### src/rtl/axi_ic_pkg.sv
// Shared types, slice mode codes and the round-robin pick helper for the AXI interconnect.
package axi_ic_pkg;

  typedef enum logic {ARB_IDLE, ARB_LOCK} arb_state_t;

  localparam int SLICE_BYPASS = 0;
  localparam int SLICE_FWD    = 1;
  localparam int SLICE_BWD    = 2;
  localparam int SLICE_FULL   = 3;

  localparam int RR_MAX = 16;

  // First set bit of req at or above ptr, wrapping at nr; returns ptr when req is empty.
  function automatic logic [3:0] rr_pick(input logic [RR_MAX-1:0] req, input logic [3:0] ptr,
                                         input int nr);
    logic [3:0] win;
    logic [3:0] idx;
    logic       found;
    win   = ptr;
    found = 1'b0;
    for (int i = 0; i < RR_MAX; i++) begin
      idx = 4'((int'(ptr) + i) % nr);
      if (!found && (i < nr) && req[idx]) begin
        win   = idx;
        found = 1'b1;
      end
    end
    return win;
  endfunction

endpackage

### src/rtl/axi_skidbuffer.sv
// Valid/ready register slice: bypass, forward (+1 cycle valid), backward (registered in_rdy) or both.
// Backpressure: a backward stage parks one beat while stalled; a forward stage holds its beat until out_rdy.
module axi_skidbuffer
  import axi_ic_pkg::*;
#(
  parameter int DW   = 8,
  parameter int MODE = SLICE_FULL
) (
  input  logic          i_clk,
  input  logic          i_resetn,
  input  logic          in_vld,
  output logic          in_rdy,
  input  logic [DW-1:0] in_dat,
  output logic          out_vld,
  input  logic          out_rdy,
  output logic [DW-1:0] out_dat
);

  logic          mid_vld;
  logic          mid_rdy;
  logic [DW-1:0] mid_dat;

  generate
    if (MODE == SLICE_BWD || MODE == SLICE_FULL) begin : g_bwd
      logic          skid_vld;
      logic [DW-1:0] skid_dat;

      always_ff @(posedge i_clk or negedge i_resetn) begin
        if (!i_resetn) begin
          skid_vld <= 1'b0;
          skid_dat <= '0;
        end else if (skid_vld) begin
          if (mid_rdy) skid_vld <= 1'b0;
        end else if (in_vld && !mid_rdy) begin
          skid_vld <= 1'b1;
          skid_dat <= in_dat;
        end
      end

      assign in_rdy  = !skid_vld;
      assign mid_vld = skid_vld || in_vld;
      assign mid_dat = skid_vld ? skid_dat : in_dat;
    end else begin : g_bwd_thru
      assign in_rdy  = mid_rdy;
      assign mid_vld = in_vld;
      assign mid_dat = in_dat;
    end

    if (MODE == SLICE_FWD || MODE == SLICE_FULL) begin : g_fwd
      logic          vld_q;
      logic [DW-1:0] dat_q;

      always_ff @(posedge i_clk or negedge i_resetn) begin
        if (!i_resetn) begin
          vld_q <= 1'b0;
          dat_q <= '0;
        end else if (mid_rdy) begin
          vld_q <= mid_vld;
          if (mid_vld) dat_q <= mid_dat;
        end
      end

      assign mid_rdy = !vld_q || out_rdy;
      assign out_vld = vld_q;
      assign out_dat = dat_q;
    end else begin : g_fwd_thru
      assign mid_rdy = out_rdy;
      assign out_vld = mid_vld;
      assign out_dat = mid_dat;
    end
  endgenerate

endmodule

### src/rtl/axi_rr_arbiter.sv
// N-to-1 round-robin arbiter holding each grant for a whole packet; 1 arbitration cycle plus slice latency.
// Backpressure: only the granted s_ready follows the slice ready, never any s_valid.
module axi_rr_arbiter
  import axi_ic_pkg::*;
#(
  parameter int NR   = 4,
  parameter int DW   = 8,
  parameter int MODE = SLICE_FWD,
  parameter int IDW  = $clog2(NR)
) (
  input  logic             i_clk,
  input  logic             i_resetn,
  input  logic [NR*DW-1:0] s_data,
  input  logic [NR-1:0]    s_last,
  input  logic [NR-1:0]    s_valid,
  output logic [NR-1:0]    s_ready,
  output logic [DW-1:0]    m_data,
  output logic             m_last,
  output logic [IDW-1:0]   m_id,
  output logic             m_valid,
  input  logic             m_ready
);

  localparam int SW = DW + IDW + 1;

  arb_state_t        state, state_nxt;
  logic [IDW-1:0]    grant, grant_nxt;
  logic [IDW-1:0]    rr_ptr, rr_ptr_nxt;
  logic [RR_MAX-1:0] req;
  logic [DW-1:0]     sel_data;
  logic              sel_last;
  logic              sel_valid;
  logic              arb_valid;
  logic              arb_ready;
  logic              arb_last;
  logic [DW-1:0]     arb_data;
  logic [SW-1:0]     arb_pkt;
  logic [SW-1:0]     out_pkt;

  assign req = RR_MAX'(s_valid);

  always_comb begin
    sel_data  = '0;
    sel_last  = 1'b0;
    sel_valid = 1'b0;
    for (int k = 0; k < NR; k++) begin
      if (grant == IDW'(k)) begin
        sel_data  = s_data[k*DW +: DW];
        sel_last  = s_last[k];
        sel_valid = s_valid[k];
      end
    end
  end

  always_ff @(posedge i_clk or negedge i_resetn) begin
    if (!i_resetn) begin
      state  <= ARB_IDLE;
      grant  <= '0;
      rr_ptr <= '0;
    end else begin
      state  <= state_nxt;
      grant  <= grant_nxt;
      rr_ptr <= rr_ptr_nxt;
    end
  end

  // The pointer only advances on a completed packet, so a dropped partial packet keeps its priority.
  always_comb begin
    state_nxt  = state;
    grant_nxt  = grant;
    rr_ptr_nxt = rr_ptr;
    case (state)
      ARB_IDLE: begin
        if (|s_valid) begin
          state_nxt = ARB_LOCK;
          grant_nxt = IDW'(rr_pick(req, 4'(rr_ptr), NR));
        end
      end
      ARB_LOCK: begin
        if (sel_valid && arb_ready && sel_last) begin
          state_nxt  = ARB_IDLE;
          rr_ptr_nxt = (grant == IDW'(NR - 1)) ? '0 : grant + IDW'(1);
        end
      end
      default: state_nxt = ARB_IDLE;
    endcase
  end

  always_comb begin
    arb_valid = 1'b0;
    arb_data  = '0;
    arb_last  = 1'b0;
    s_ready   = '0;
    if (state == ARB_LOCK) begin
      arb_valid = sel_valid;
      arb_data  = sel_data;
      arb_last  = sel_last;
      for (int k = 0; k < NR; k++) begin
        if (grant == IDW'(k)) s_ready[k] = arb_ready;
      end
    end
  end

  assign arb_pkt = {grant, arb_last, arb_data};

  generate
    if (MODE == SLICE_BYPASS) begin : g_bypass
      assign out_pkt   = arb_pkt;
      assign m_valid   = arb_valid;
      assign arb_ready = m_ready;
    end else begin : g_slice
      axi_skidbuffer #(
        .DW   (SW),
        .MODE (MODE)
      ) u_slice (
        .i_clk    (i_clk),
        .i_resetn (i_resetn),
        .in_vld   (arb_valid),
        .in_rdy   (arb_ready),
        .in_dat   (arb_pkt),
        .out_vld  (m_valid),
        .out_rdy  (m_ready),
        .out_dat  (out_pkt)
      );
    end
  endgenerate

  assign {m_id, m_last, m_data} = out_pkt;

endmodule

### config.mk
export PLATFORM = sky130hd
export DESIGN_NAME = axi_rr_arbiter
export DESIGN_NICKNAME = d
export VERILOG_FILES = /design/src/rtl/axi_ic_pkg.sv /design/src/rtl/axi_skidbuffer.sv /design/src/rtl/axi_rr_arbiter.sv
export SDC_FILE = /design/constraint.sdc
export NUM_CORES = 1
export LEC_CHECK = 0
export BUFFER_PORTS_ARGS = -buffer_cell sky130_fd_sc_hd__clkbuf_2
export CELL_PAD_IN_SITES_DETAIL_PLACEMENT = 0
export CELL_PAD_IN_SITES_GLOBAL_PLACEMENT = 1
export CORE_MARGIN = 2
export CORE_UTILIZATION = 25
export DETAILED_ROUTE_END_ITERATION = 12
export GPL_TIMING_DRIVEN = 0
export PLACE_DENSITY_LB_ADDON = 0.1
export REMOVE_ABC_BUFFERS = 1
export SYNTH_ARGS = -nofsm -noshare
export SYNTH_HDL_FRONTEND = slang
export SYNTH_SLANG_ARGS = --single-unit
### constraint.sdc
create_clock -name i_clk -period 2.2 [get_ports i_clk]
set_clock_uncertainty 0.1 [all_clocks]
set_input_delay 0.44 -clock i_clk [delete_from_list [all_inputs] [get_ports i_clk]]
set_output_delay 0.44 -clock i_clk [all_outputs]
set_load 0.02 [all_outputs]
==> impl_metrics.yaml <==
clock_tree:
  htree_levels: 1
  clock_latency_ns: 0.26
  clock-sinks: 17
  cts_made_buffers: 3
  root_buffer: "clkbuf_8"
  clockBufferDepth: 2
  cts_tree: "done"
  ctsHoldBuffers: 0
  path_clk_slew_ns: 0.08
sta:
  maxSlewViolCount: 0
  setup-violations-final: 0
  tightest_slew_ns: 0.465
  maxSlewHeadroom_pct: 69.0
  fmax_mhz: 471
  finalHoldViolCount: 0
  period_needed_ns: 2.12
  period_share_pct: 96.5
  whs_ns: 0.0171
detailed_routing:
  first_iter_violations: 24
  drc: 0
  viasPerCell: 4.93
  vias: 1149
  drt_wl_total_um: 3530
  drtPass1Iterations: 4
  antenna_left: 0
  wl_per_cell_um: 15.1
cells_and_area:
  final_util_pct: 37.7
  layout_commonest_cell: "clkbuf_2"
  multiInputGateArea_um2: 744
  ff_latch_area_um2: 428
  nFillCells: 472
  diodes: 0
  area_growth_pct: 43.3
  final_cell_mix: "clkbuf_2 (58), dfrtp_1 (15), nor2b_1 (10), nand2_1 (10), mux2_2 (9)"
  drive_above_1_share_pct: 49.7
  final_net_count: 229
floorplanning:
  die_area_um2: 5170
  start_util_pct: 26.3
  die_h_um: 71.9
  coreArea_um2: 4380
  die_x_um: 71.9
  io_pins: 59
  row_count: 24
global_routing:
  grt_max_degree: 22
  antenna_found_initial: 0
  grt_overflow: 0
  grt.total_usage_pct: 13.7
  grt_pass1_wl_um: 5490
  grt_pass1_vias: 1172
pwr:
  power_density_nw_per_um2: 1480
  peakVddDrop_uv: 630
  p_leak_nw: 0.771
logic_synthesis:
  syn_avg_cell_area_um2: 9.68
  synth_area_um2: 1150
  ys_seq_area_share_pct: 36.9
  syn_inst: 119
  ys_async_sr_fraction_pct: 100
  ys_ff_latch: 17
  ys.flop_type: "dfrtp_1"
  yosysWarningCount: 0
  synth_cell_types: 31
  synth_edf_count: 0
status:
  status: "finished clean"
placed_design:
  portBuffers: 58
  gp_congestion: 0.722
  hpwlAfterDp_um: 2400
critical_path:
  worstPathRequired_ns: 2.25
  critical_path_class: "register to register"
  crit_path_end_kind: "register"
  critPathArrivalTime_ns: 2.17
  crit_path_start: "grant[1]$_DFFE_PN0P_"
  timing.rr.start: "grant[1]$_DFFE_PN0P_"
  cp_max_fo: 5
  cp-start-kind: "register"
hold_path:
  min_path_type: "primary input to asynchronous set/reset pin"
run:
  maxCapViolations: 0
-- synthesized netlist by cell type (2+ instances only) --
library cell	instances	share of area (%)
a21oi_1	8	3.5
a221oi_1	7	5.3
a221oi_2	2	2.6
and2_1	3	1.6
and3_1	4	2.2
clkbuf_1	4	1.3
dfrtp_1	17	37
ha_1	4	4.3
inv_1	8	2.6
mux2_1	2	2.0
mux2_2	9	8.8
nand2_1	10	3.3
nand3b_1	2	1.3
nor2b_1	11	6.0
o21a_1	2	1.3
o21ai_0	4	1.7
o221ai_1	2	1.5
o31ai_1	7	4.6
-- power by group --
part | switching (mW) | internal (mW)
sequential | 0.107 | 0.468
clock | 0.126 | 0.128
combinational | 0.845 | 0.767
total | 1.08 | 1.36
-- sequential cells by signal (all words and copies together) (netlist names) --
signal	cells
g_slice.u_slice.out_dat	11
g_slice.u_slice.out_vld	1
grant	2
rr_ptr	2
state	1
-- timing repair --
| item | CTS | global route |
|---|---|---|
| buffers inserted | 2 | 4 |
| pin swaps | 1 | 4 |
| cloned | 0 | 1 |
| endpoints found under the setup margin | 17 | 12 |
| gates resized for setup | 9 | 7 |
-- worst paths after layout --
| path | to | slack, ns | cells after the start |
|---|---|---|---|
| min reg2reg | g_slice.u_slice.out_dat[6]$_DFFE_PN0P_ | 0.39 | 1 |
| min in group i_clk | g_slice.u_slice.out_dat[6]$_DFFE_PN0P_ | 0.39 | 1 |
| max in group asynchronous | grant[0]$_DFFE_PN0P_ | 1.64 | 1 |
| min | g_slice.u_slice.out_dat[2]$_DFFE_PN0P_ | 0.02 | 1 |
| max reg2reg | g_slice.u_slice.out_dat[2]$_DFFE_PN0P_ | 0.08 | 6 |
| max | g_slice.u_slice.out_dat[2]$_DFFE_PN0P_ | 0.08 | 6 |
-- routing by layer --
layer | GRT usage (%) | share of wire, %
met1 | 17.2 | 44
met2 | 22.7 | 46
met3 | 4.03 | 7.7
met4 | 4.19 | 1.7
met5 | 0 | 0
-- cells by family (layout without fill, tap and decap cells) --
| kind of cell | Yosys count | count (layout) | synth area share [%] |
|---|---|---|---|
| adders and majority gates | 4 | 4 | 4.34 |
| buffers and inverters | 15 | 76 | 5.97 |
| and+or+nand+nor | 34 | 34 | 16.5 |
| AOI/OAI and AO/OA | 37 | 38 | 24.6 |
| muxes | 12 | 12 | 11.6 |
| DFF | 17 | 17 | 36.9 |
-- worst max-delay path: stages (launching register included) --
cell and delay [ns]:
dfrtp_2 0.43, inv_1 0.18, ha_4 0.20, nand3b_1 0.13
a221oi_4 0.38, o21a_4 0.24, mux2_2 0.34
-- area by class of cell --
type / instances / share of cell area, %
Sequential cell: 17 / 25.9
Tap cell: 52 / 3.94
Clock buffer: 3 / 2.50
Inverter: 8 / 1.82
Timing Repair Buffer: 64 / 20.3
Clock inverter: 1 / 0.455
Multi-Input combinational cell: 88 / 45.1
-- metrics by stage --
step / setup TNS [ns] / setup WS [ns] / cells / cell area, µm² / power [mW]
final: 0 / 0.0774 / 233 / 1650 / 2.44
after global routing: -0.00315 / -0.00307 / 233 / 1650 / 2.62
after global placement: -6.27 / -0.605 / 222 / 1470 / 1.91
after detailed placement: -6.74 / -0.645 / 222 / 1470 / 1.92
after CTS: 0 / 0.00191 / 228 / 1580 / 2.32
after floorplan: -0.670 / -0.0860 / 112 / 1110 / 1.52
No activity file was read; power rests on OpenSTA's default activity.
